[config.mk]
export PLATFORM = sky130hd
export DESIGN_NAME = small_divider
export DESIGN_NICKNAME = d
export VERILOG_FILES = /design/src/rtl/small_divider.sv
export SDC_FILE = /design/constraint.sdc
export NUM_CORES = 1
export LEC_CHECK = 0
export ABC_AREA = 0
export CORE_MARGIN = 5
export CORE_UTILIZATION = 61
export CTS_CLUSTER_DIAMETER = 60
export DETAILED_ROUTE_END_ITERATION = 8
export GPL_TIMING_DRIVEN = 0
export MAX_ROUTING_LAYER = met4
export PLACE_DENSITY_LB_ADDON = 0.05
export SKIP_CTS_REPAIR_TIMING = 1
export SLEW_MARGIN = 20
export SYNTH_ARGS = -nofsm -noshare
export SYNTH_HDL_FRONTEND = slang
export SYNTH_SLANG_ARGS = --single-unit
[constraint.sdc]
create_clock -name clock -period 3 [get_ports clock]
set_input_delay 0.3 -clock clock [delete_from_list [all_inputs] [get_ports clock]]
set_output_delay 0.3 -clock clock [all_outputs]
set_load 0.03 [all_outputs]
[src/rtl/small_divider.sv]
// Fully pipelined unsigned restoring divider: c = floor(a / b), one quotient bit per stage.
// Accepts a new operand pair every cycle; the quotient appears WIDTH cycles after sampling.
module small_divider #(
    parameter int WIDTH = 8
) (
    input  logic             clock,
    input  logic [WIDTH-1:0] a,
    input  logic [WIDTH-1:0] b,
    output logic [WIDTH-1:0] c,
    input  logic             reset_n
);

    // Index 0 is the operand capture stage; stage i resolves quotient bit WIDTH-i.
    logic [WIDTH-1:0] dvd_q [WIDTH];
    logic [WIDTH-1:0] dvd_d [WIDTH];
    logic [WIDTH-1:0] dvs_q [WIDTH];
    logic [WIDTH-1:0] dvs_d [WIDTH];
    logic [WIDTH:0]   rem_q [WIDTH];
    logic [WIDTH:0]   rem_d [WIDTH];
    logic [WIDTH-1:0] quo_q [WIDTH+1];
    logic [WIDTH-1:0] quo_d [WIDTH+1];
    logic [WIDTH-1:0] vld_q;
    logic [WIDTH-1:0] vld_d;
    logic [WIDTH+1:0] shf   [1:WIDTH];
    logic [WIDTH:1]   brw;

    always_comb begin
        dvd_d[0] = a;
        dvs_d[0] = b;
        rem_d[0] = '0;
        quo_d[0] = '0;
        vld_d[0] = 1'b1;
        brw      = '0;
        for (int i = 1; i <= WIDTH; i++) begin
            shf[i]   = {rem_q[i-1], dvd_q[i-1][WIDTH-1]};
            brw[i]   = shf[i] < {2'b00, dvs_q[i-1]};
            quo_d[i] = {quo_q[i-1][WIDTH-2:0], ~brw[i]};
        end
        // Slots captured during reset carry no operands and must leave as zero.
        if (!vld_q[WIDTH-1]) begin
            quo_d[WIDTH] = '0;
        end
        for (int i = 1; i < WIDTH; i++) begin
            rem_d[i] = brw[i] ? shf[i][WIDTH:0]
                              : (WIDTH+1)'(shf[i] - {2'b00, dvs_q[i-1]});
            dvd_d[i] = dvd_q[i-1] << 1;
            dvs_d[i] = dvs_q[i-1];
            vld_d[i] = vld_q[i-1];
        end
    end

    always_ff @(posedge clock) begin
        if (!reset_n) begin
            vld_q <= '0;
            for (int i = 0; i <= WIDTH; i++) begin
                quo_q[i] <= '0;
            end
            for (int i = 0; i < WIDTH; i++) begin
                dvd_q[i] <= '0;
                dvs_q[i] <= '0;
                rem_q[i] <= '0;
            end
        end else begin
            vld_q <= vld_d;
            for (int i = 0; i <= WIDTH; i++) begin
                quo_q[i] <= quo_d[i];
            end
            for (int i = 0; i < WIDTH; i++) begin
                dvd_q[i] <= dvd_d[i];
                dvs_q[i] <= dvs_d[i];
                rem_q[i] <= rem_d[i];
            end
        end
    end

    assign c = quo_q[WIDTH];

endmodule

==> results.md <==
- Largest net degree at the start of global routing: 16
- Hold Path Cell Cnt: 2
- Clock-pin slew on the worst setup and hold paths: 0.06 ns
- R2R Setup Slk: 0.16 ns
- DIE HEIGHT: 128.3 um
- Synth Area per Inst: 9.593 um^2
- R2R cell count: 10
- Starting Density: 0.6175
- CP Class: flip-flop to flip-flop
- Clock Sinks: 207
- Mux share of post-synthesis cell area: 0.02227
- Adder-cell share of the synthesized area: 0.09760
- Root Buffer: clkbuf_16
- Max_cap viols: 0
- Dpl hpwl: 12,760 um
- # setup viols final: 0
- First-pass GRT wire length: 29,600 um
- Bufs on Longest Clock Path: 3
- Core footprint: 13,830 um^2
- Area after DPL: 9025 um^2
- Min cycle time layout: 2.840 ns
- Largest family of logic cells by synthesized area: simple AND/OR/NAND/NOR gates
- Final Hold Viols: 0
- Synth Area in Simple Gates: 0.1943
- Static leakage: 4.107 nW
- Most frequent cells in the layout: dfxtp_1 (207), and2_1 (88), nor2_1 (87)
- Slew headroom: 0.2981
- Final core utilization: 0.7122
- FMAX: 352.1 MHz
- Share of cells above drive strength 1: 0.07411
- Syn Inst Count: 890
- DRC: 0
- Arrival time worst endpoint: 3.19 ns
- Synth Flop Type: dfxtp_1
- Seq/Total Area, Yosys: 0.4853
- Gr usage total: 0.2257
- Yosys cell types: 64
- Worst setup SP type: flip-flop
- Cts bufs inserted: 22
- Fraction of the mapped netlist area in compound gates: 0.1288
- DRT iter0 DRCs: 267
- Vias in the first global route: 6,279
- Post-synth top area cell: dfxtp_1
- Design Area, Final: 9847 um^2
- Post-synthesis xor/xnor area fraction: 0.01744
- TritonCTS clock tree: done
- I/O Pins: 26
- Synth top area share: 0.4853
- Fin crit share: 0.9468
- Asr flop ratio synth: 0
- Final wirelength: 17,840 um
- CTS H-Tree Depth: 1
- Worst Setup SP: dvd_q[0][23]
- Peak supply drop: 0.0005881 V
- Status: finished clean
- CP endpoint kind: flip-flop
- Fin nets: 1,023
- Post-synth EDFFs: 0
- Power, Total: 8.742 mW
- Final TNS setup: 0 ns
- IO Port Bufs: 25
- Worst setup endpoint: rem_q[0][31]
- Area grow syn2layout: 15.33%
- Hold/Removal Path Class: input pin to flip-flop
- Synth top area cells: dfxtp_1 (49%), ha_1 (8.4%), and2_1 (6.4%)
- Initial antenna violation count: 0
- Reg-to-reg startpoint: dvd_q[0][23]
- Required time of the critical path: 3.35 ns
- WL/cell: 15.68 um
- Synthesized flop and latch total: 207
- Measured slew at the worst slew-check pin: 1.036 ns
- Worst Path Max Fanout: 10
- GR Overflow Total: 0
- Yosys warnings: 0
- Via count: 6,220
- Post-detailed-route count of antenna-violating nets: 0
- Vias/cell: 5.466
- RR Endpoint: rem_q[0][31]
- RSZ-0062 raised after global routing: no
- Clk Latency, worst-skew pair: 0.50 ns
- Max-slew violations: 0
- Die area: 16,460 um^2
- N_diodes: 0
- Drt first pass iters: 4
- Clk_skew: 0.01546 ns
- Worst hold slack: 0.3756 ns
- Commonest non-fill, non-tap cell in the layout: dfxtp_1
- Die Wd: 128.3 um
- Gp weighted congestion: 0.8650
- Post-Syn Area: 8538 um^2
- PD cells: 887.8 nW/um^2
- Standard-cell rows: 43
- Fillers: 1,007
## state kept, by name, indices dropped and copies added, names as in the netlist
signal and count:
dvd_q 36, rem_q 63, quo_q 36, vld_q 8, dvs_q 64
## worst min path at each step
| stage | startpoint | endpoint |
|---|---|---|
| global route | b[3] | dvs_q[0][3] |
| detailed placement | dvd_q[0][4] | dvd_q[0][13] |
| global placement | vld_q[5] | vld_q[6] |
| finish | b[7] | dvs_q[0][7] |
| floorplan | reset_n | vld_q[0] |
| CTS | a[7] | dvd_q[0][7] |
## cell type report
cell class                 count  area, um^2  area share
buffer                        39       200.2     0.02033
clock buffer                  27       589.3     0.05985
clock inverter                13       232.7     0.02363
inverter                      69       259.0     0.02630
multi-input combinational    578        3946      0.4008
sequential                   207        4144      0.4208
tap                          180       225.2     0.02287
timing repair buffer          25       250.2     0.02541
## where the power goes
part	total (mW)	switching (mW)	leakage, nW	internal, mW
Sequential	3.18	0.146	1.69	3.04
Combinational	2.57	1.46	2.01	1.11
Clock	2.99	1.07	0.401	1.92
## synth_stat cells (all sizes together), types with 3 or more instances
cell	count
nor2b	16
nand3b	3
xor2	6
a21o	17
and3	13
nor4	4
dfxtp	207
ha	57
nand3	12
clkbuf	22
and2	89
or4b	4
nand2	46
o31a	4
nand2b	5
a211oi	25
a211o	3
nor2	87
or3	10
inv	69
o211a	3
a21oi	50
o21ai	24
o21a	9
mux2i	19
or3b	5
o311a	3
o31ai	3
buf	17
xnor2	11
fa	6
nor3	16
## cell families (layout without fill, tap and decap cells)
kind of cell / Yosys count / in the layout
AOI/OAI and AO/OA: 161 / 161
other: 1 / 4
DFF: 207 / 207
xor gates and xnor gates: 17 / 17
and+or+nand+nor: 314 / 314
muxes: 19 / 19
buffers and inverters: 108 / 173
adders and majority gates: 63 / 63
## per-layer routing
layer / vias to the layer above / global-route usage / share of wire
met5: - / - / 0
met4: 0 / 0.06991 / 0.023
met3: 38 / 0.03208 / 0.036
met2: 126 / 0.3837 / 0.50
met1: 2958 / 0.2784 / 0.44
li1: 3098 / - / -
## stage by stage
stage / cells / setup WS [ns]
after global routing: 1138 / 0.07343
final: 1138 / 0.1595
after floorplan: 893 / 0.7737
after CTS: 1138 / 0.2182
after global placement: 1098 / 0.3333
after detailed placement: 1098 / 0.2532
## critical path, cell delays in order, from the launching register on
cell and delay [ns]:
dfxtp_1 0.30, inv_1 0.06, ha_1 0.16, inv_1 0.05
fa_1 0.40, nand3_1 0.14, a21oi_1 0.12, a211oi_1 0.79
buf_4 0.34, mux2i_1 0.25, nor2_1 0.07
Power figures use the tool's default switching activity.
